**config.mk**
```make
export PLATFORM = sky130hd
export DESIGN_NAME = dmem_issue_unit
export DESIGN_NICKNAME = d
export VERILOG_FILES = /design/src/rtl/dmem_issue_unit.sv
export SDC_FILE = /design/constraint.sdc
export NUM_CORES = 1
export LEC_CHECK = 0
export CAP_MARGIN = 30
export CORE_UTILIZATION = 41
export DETAILED_ROUTE_END_ITERATION = 10
export PLACE_DENSITY = 0.8
export SLEW_MARGIN = 20
export SYNTH_ARGS = -nofsm -noshare
export SYNTH_HDL_FRONTEND = slang
export SYNTH_SLANG_ARGS = --single-unit
```
**constraint.sdc**
```tcl
create_clock -name clk -period 2.96 [get_ports clk]
set_input_delay 0.592 -clock clk [delete_from_list [all_inputs] [get_ports clk]]
set_output_delay 0.592 -clock clk [all_outputs]
set_load 0.01 [all_outputs]
```
**src/rtl/dmem_issue_unit.sv**
```systemverilog
// dmem_issue_unit: EXE-stage data-memory translation, exception check and SRAM-like request issue with flush drain
module dmem_issue_unit #(
  parameter int NUM_DMW   = 2,
  parameter int MAX_OUTST = 4,
  parameter int CNT_W     = $clog2(MAX_OUTST) + 1
) (
  input  logic                 clk,
  input  logic                 reset,
  input  logic                 flush,
  input  logic                 op_valid,
  output logic                 op_ready,
  input  logic                 op_wr,
  input  logic [1:0]           op_size,
  input  logic [31:0]          op_vaddr,
  input  logic [31:0]          op_wdata,
  input  logic [1:0]           csr_plv,
  input  logic                 csr_direct,
  input  logic [3*NUM_DMW-1:0] dmw_vseg,
  input  logic [3*NUM_DMW-1:0] dmw_pseg,
  input  logic [NUM_DMW-1:0]   dmw_plv0,
  input  logic [NUM_DMW-1:0]   dmw_plv3,
  output logic [18:0]          tlb_vppn,
  output logic                 tlb_va_bit12,
  input  logic                 tlb_found,
  input  logic [19:0]          tlb_ppn,
  input  logic [5:0]           tlb_ps,
  input  logic [1:0]           tlb_plv,
  input  logic                 tlb_v,
  input  logic                 tlb_d,
  output logic                 ex_valid,
  output logic [5:0]           ex_ecode,
  output logic [31:0]          ex_badv,
  output logic                 mem_req,
  output logic                 mem_wr,
  output logic [1:0]           mem_size,
  output logic [3:0]           mem_wstrb,
  output logic [31:0]          mem_addr,
  output logic [31:0]          mem_wdata,
  input  logic                 mem_addr_ok,
  input  logic                 mem_data_ok,
  input  logic [31:0]          mem_rdata,
  output logic                 rsp_valid,
  output logic [31:0]          rsp_rdata,
  output logic [CNT_W-1:0]     inflight,
  output logic                 busy
);
  typedef enum logic {IDLE, REQ} state_t;
  state_t state, state_next;
  logic [CNT_W-1:0] drop_cnt, inflight_next;
  logic dmw_hit, mapped, ale, exc, accept, addr_acc, data_acc;
  logic [31:0] dmw_pa, pa, wdata;
  logic [5:0] ecode;
  logic [3:0] wstrb;
  logic [1:0] size;
  assign tlb_vppn     = op_vaddr[31:13];
  assign tlb_va_bit12 = op_vaddr[12];
  assign op_ready     = (state == IDLE) && (inflight < CNT_W'(MAX_OUTST)) && !flush;
  assign accept       = op_valid && op_ready;
  assign mem_req      = (state == REQ);
  assign busy         = (inflight != '0) || (state == REQ);
  // iterate downward so the lowest-index hitting window wins
  always_comb begin
    dmw_hit = 1'b0;
    dmw_pa  = '0;
    for (int i = NUM_DMW - 1; i >= 0; i--)
      if (op_vaddr[31:29] == dmw_vseg[3*i +: 3] &&
          ((csr_plv == 2'd0 && dmw_plv0[i]) || (csr_plv == 2'd3 && dmw_plv3[i]))) begin
        dmw_hit = 1'b1;
        dmw_pa  = {dmw_pseg[3*i +: 3], op_vaddr[28:0]};
      end
  end
  always_comb begin
    mapped = !csr_direct && !dmw_hit;
    pa     = csr_direct ? op_vaddr : dmw_hit ? dmw_pa :
             (tlb_ps == 6'd22) ? {tlb_ppn[19:10], op_vaddr[21:0]} : {tlb_ppn, op_vaddr[11:0]};
    ale    = (op_size == 2'b01 && op_vaddr[0]) || (op_size[1] && op_vaddr[1:0] != 2'b00);
    ecode  = ale                   ? 6'h09 :
             !mapped               ? 6'h00 :
             !tlb_found            ? 6'h3F :
             !tlb_v                ? (op_wr ? 6'h02 : 6'h01) :
             (tlb_plv < csr_plv)   ? 6'h07 :
             (op_wr && !tlb_d)     ? 6'h04 : 6'h00;
    exc    = (ecode != 6'h00);
    size   = op_size[1] ? 2'b10 : op_size;
    wstrb  = !op_wr ? 4'b0000 : size == 2'b00 ? 4'b0001 << op_vaddr[1:0] :
             size == 2'b01 ? (op_vaddr[1] ? 4'b1100 : 4'b0011) : 4'b1111;
    wdata  = size == 2'b00 ? {4{op_wdata[7:0]}} : size == 2'b01 ? {2{op_wdata[15:0]}} : op_wdata;
  end
  always_comb begin
    state_next = state;
    if (state == IDLE && accept && !exc) state_next = REQ;
    if (state == REQ && (mem_addr_ok || flush)) state_next = IDLE;
  end
  // a response with nothing in flight is ignored by the counters
  assign addr_acc      = (state == REQ) && mem_addr_ok;
  assign data_acc      = mem_data_ok && (inflight != '0);
  assign inflight_next = inflight + CNT_W'(addr_acc) - CNT_W'(data_acc);
  always_ff @(posedge clk) begin
    if (reset) begin
      state     <= IDLE;
      inflight  <= '0;
      drop_cnt  <= '0;
      ex_valid  <= 1'b0;
      ex_ecode  <= '0;
      ex_badv   <= '0;
      mem_wr    <= 1'b0;
      mem_size  <= '0;
      mem_wstrb <= '0;
      mem_addr  <= '0;
      mem_wdata <= '0;
      rsp_valid <= 1'b0;
      rsp_rdata <= '0;
    end else begin
      state     <= state_next;
      inflight  <= inflight_next;
      ex_valid  <= accept && exc;
      rsp_valid <= data_acc && drop_cnt == '0 && !flush;
      if (flush) drop_cnt <= inflight_next;
      else if (data_acc && drop_cnt != '0) drop_cnt <= drop_cnt - 1'b1;
      if (data_acc && drop_cnt == '0 && !flush) rsp_rdata <= mem_rdata;
      if (accept && exc) begin
        ex_ecode <= ecode;
        ex_badv  <= op_vaddr;
      end
      if (accept && !exc) begin
        mem_wr    <= op_wr;
        mem_size  <= size;
        mem_wstrb <= wstrb;
        mem_addr  <= pa;
        mem_wdata <= wdata;
      end
    end
  end
  always_ff @(posedge clk)
    if (!reset) assert (!(mem_data_ok && inflight == '0));
endmodule

```
==> impl_metrics.py <==
metrics = {
    "outcome": {
        "status": "complete, no violations",
    },
    "placed_design": {
        "place_congestion": 0.808,
        "port_buffers": 323,
        "place_inst": 1285,
        "place_hpwl_um": 16600,
        "dp_slack_ns": 0.0396,
    },
    "setup_path": {
        "r2r_end": "drop_cnt[2]",
        "regToRegStartpoint": "inflight[1]",
        "reg2reg_slack_ns": 0.58,
        "cpPeakStageDelay_ns": 0.54,
        "cp-start-kind": "input port",
        "reg2regPathDepth": 9,
        "path_class": "in -> reg",
        "crit_fanout": 54,
        "cp_cell_sequence": "clkdlybuf4s50_1 -> inv_1 -> ha_1 -> a21o_1 -> a2111oi_4 -> buf_4 -> buf_12 -> o211ai_1 -> a21oi_1",
        "cp.required_ns": 3.31,
        "worst_path_max_delay_cell": "clkdlybuf4s50_1",
        "cp.arrival_ns": 2.86,
        "endpoint_kind": "flop",
    },
    "cells_and_area": {
        "multiInputGateArea_um2": 3330,
        "mostFrequentLayoutCell": "clkdlybuf4s50_1",
        "fillerInstances": 1360,
        "register_area_um2": 2980,
        "fin_cells": 1317,
        "final_cell_mix": "clkdlybuf4s50_1 (322), dfxtp_1 (149), a21oi_1 (146), nand2_1 (96), o211ai_1 (71)",
        "area_delta_synth_final_pct": 58.8,
        "layout-drive-gt1-share": 0.0736,
        "antenna_cells": 0,
        "nNetsFinal": 1249,
    },
    "power_and_ir_drop": {
        "p_sw_frac": 0.297,
        "p_comb_frac": 0.259,
        "p_switching_w": 0.00178,
        "vdd.ir_drop.worst_uv": 403,
        "clkPwrFrac": 0.362,
        "seqPwrFrac": 0.379,
        "power_w": 0.00597,
        "p_per_area_nw_per_um2": 553,
        "p_int_w": 0.00420,
        "p_leak_nw": 3.73,
    },
    "sta": {
        "rsz0062_at_grt": "no",
        "relSlewSlack": 0.369,
        "period_needed_ns": 2.51,
        "setup_viol": 0,
        "final.period_utilization": 0.846,
        "slew_violations": 0,
        "finClkSkew_ns": 0.00968,
        "finalSetupTns_ns": 0,
        "timing.fmax_ghz": 0.399,
        "tightest_slew_ns": 0.944,
        "hold_viol": 0,
        "setup_ws_ns": 0.455,
    },
    "yosys": {
        "synthArstFlopShare": 0,
        "yosys.cell_types.count": 44,
        "synth_top_flop_cell": "dfxtp_1",
        "synth-seq-area-share": 0.438,
        "syn_inst": 809,
        "synth_edf_count": 0,
        "yosysWarningCount": 0,
        "syn_area_per_cell_um2": 8.41,
        "synth_nets": 970,
        "synth-seq-cells": 149,
        "syn_area_um2": 6800,
    },
    "clocking": {
        "cts_setup_buffers": 0,
        "root_buffer": "clkbuf_16",
        "cts_made_buffers": 17,
        "hold_buffers": 0,
        "clock_path_buffers": 2,
        "ctsHtreeMaxLevel": 4,
        "cts.sinks": 149,
        "clk_latency_ns": 0.42,
        "postCtsResizedCells": 0,
        "cts_tree": "yes",
        "clkTransAtPathRegs_ns": 0.06,
    },
    "worst_hold_path": {
        "min_to": "rsp_rdata[4]",
        "min_delay_path_depth": 2,
        "hold_start": "rsp_rdata[4]",
        "hold_path.class": "reg -> reg",
    },
    "floorplan": {
        "dieArea_um2": 17100,
        "ios": 324,
        "coreArea_um2": 16100,
        "dieHeight_um": 131,
        "start_util": 0.424,
        "rows": 46,
        "dieWidth_um": 131,
    },
    "grt": {
        "met1_usage": 0.338,
        "overflow": 0,
        "gr-max-usage-layer": "met2",
        "grt_pass1_vias": 6596,
        "grtUsageTotal": 0.271,
        "grt_max_degree": 79,
        "use_met3": 0.0546,
        "grt_use_met2": 0.458,
        "grt_first_pass_wirelength_um": 35600,
        "antenna_found_initial": 0,
    },
    "route": {
        "drcViolationCount": 0,
        "vias": 7325,
        "viasPerCell": 5.56,
        "first_pass_iters": 5,
        "antenna_left": 0,
        "drtIter0Drc": 499,
        "wl_per_cell_um": 18.2,
        "wirelength_um": 24000,
    },
    "flow_run": {
        "cap_violations": 0,
    },
}
-- worst max path at each step --
stage	from	end	slack, ns	depth (start not counted)
finish	csr_plv[1]	ex_badv[6]	0.45	9
global route	csr_plv[1]	ex_badv[5]	0.32	9
CTS	csr_plv[1]	ex_badv[6]	0.46	9
detailed placement	csr_plv[1]	mem_wdata[30]	0.04	9
global placement	csr_plv[1]	ex_badv[5]	0.09	9
floorplan	flush	ex_ecode[3]	0.73	6
-- Yosys cell counts (6+ instances only) --
master / instances / share of area
buf_2: 10 / 0.0074
buf_4: 22 / 0.024
nand3_1: 32 / 0.024
o2111ai_1: 6 / 0.0077
nand2_1: 96 / 0.053
a311oi_1: 9 / 0.012
o21ai_0: 53 / 0.039
nor2_1: 13 / 0.0072
mux2i_1: 35 / 0.051
xnor2_1: 9 / 0.012
buf_1: 7 / 0.0039
inv_1: 13 / 0.0072
clkbuf_1: 61 / 0.034
a21oi_1: 146 / 0.11
a211oi_1: 29 / 0.032
o211ai_1: 71 / 0.078
dfxtp_1: 149 / 0.44
-- power by group through the flow --
| stage | Combinational, W | Sequential (W) | Clock [W] |
|---|---|---|---|
| finish | 0.00155 | 0.00226 | 0.00216 |
| global route | 0.00166 | 0.00228 | 0.00228 |
| CTS | 0.00155 | 0.00226 | 0.00220 |
| detailed placement | 0.00154 | 0.00230 | 0 |
| global placement | 0.00151 | 0.00230 | 0 |
| floorplan | 0.000683 | 0.00236 | 0 |
-- sequential cells by signal (all words and copies together) (netlist names), 2 cells and up --
signal and cells:
inflight 3, mem_wdata 32, rsp_rdata 32, mem_wstrb 4, mem_size 2, ex_ecode 5, ex_badv 32, drop_cnt 3
mem_addr 32
-- per-stage QoR --
stage               area [µm²]  hold WS [ns]  utilization
floorplan                 6800         0.481            -
global placement         10200         0.441        0.636
detailed placement       10200         0.445        0.636
CTS                      10800         0.455        0.673
global route             10800         0.470        0.673
finish                   10800         0.453        0.673
-- metal layers --
metal,routed length (µm),vias up
met5,0,-
met4,559,0
met3,1890,41
met2,11800,360
met1,9810,3439
li1,-,3485
-- cells by family after synthesis --
group,count (synthesis),share of synthesized area
compound gates,327,0.296
xor+xnor,9,0.0116
fa+ha+maj,6,0.0121
buf+inv,114,0.0780
flops,149,0.438
mux,35,0.0515
simple gates,169,0.112
-- layout make-up --
| type | instances | share of cell area |
|---|---|---|
| timing repair buffer | 361 | 0.331 |
| multi-input combinational | 546 | 0.308 |
| sequential | 149 | 0.276 |
| tap | 216 | 0.0250 |
| clock inverter | 11 | 0.0105 |
| clock buffer | 21 | 0.0445 |
| inverter | 13 | 0.00452 |
-- worst max-delay path: cells and delay by family --
| family | cells | cell delay, ns |
|---|---|---|
| buffers and inverters | 4 | 1.06 |
| AO/OA/AOI/OAI | 4 | 0.88 |
| adder cells (fa/ha/maj) | 1 | 0.30 |
Note: power is estimated with default switching activity, not from simulation.
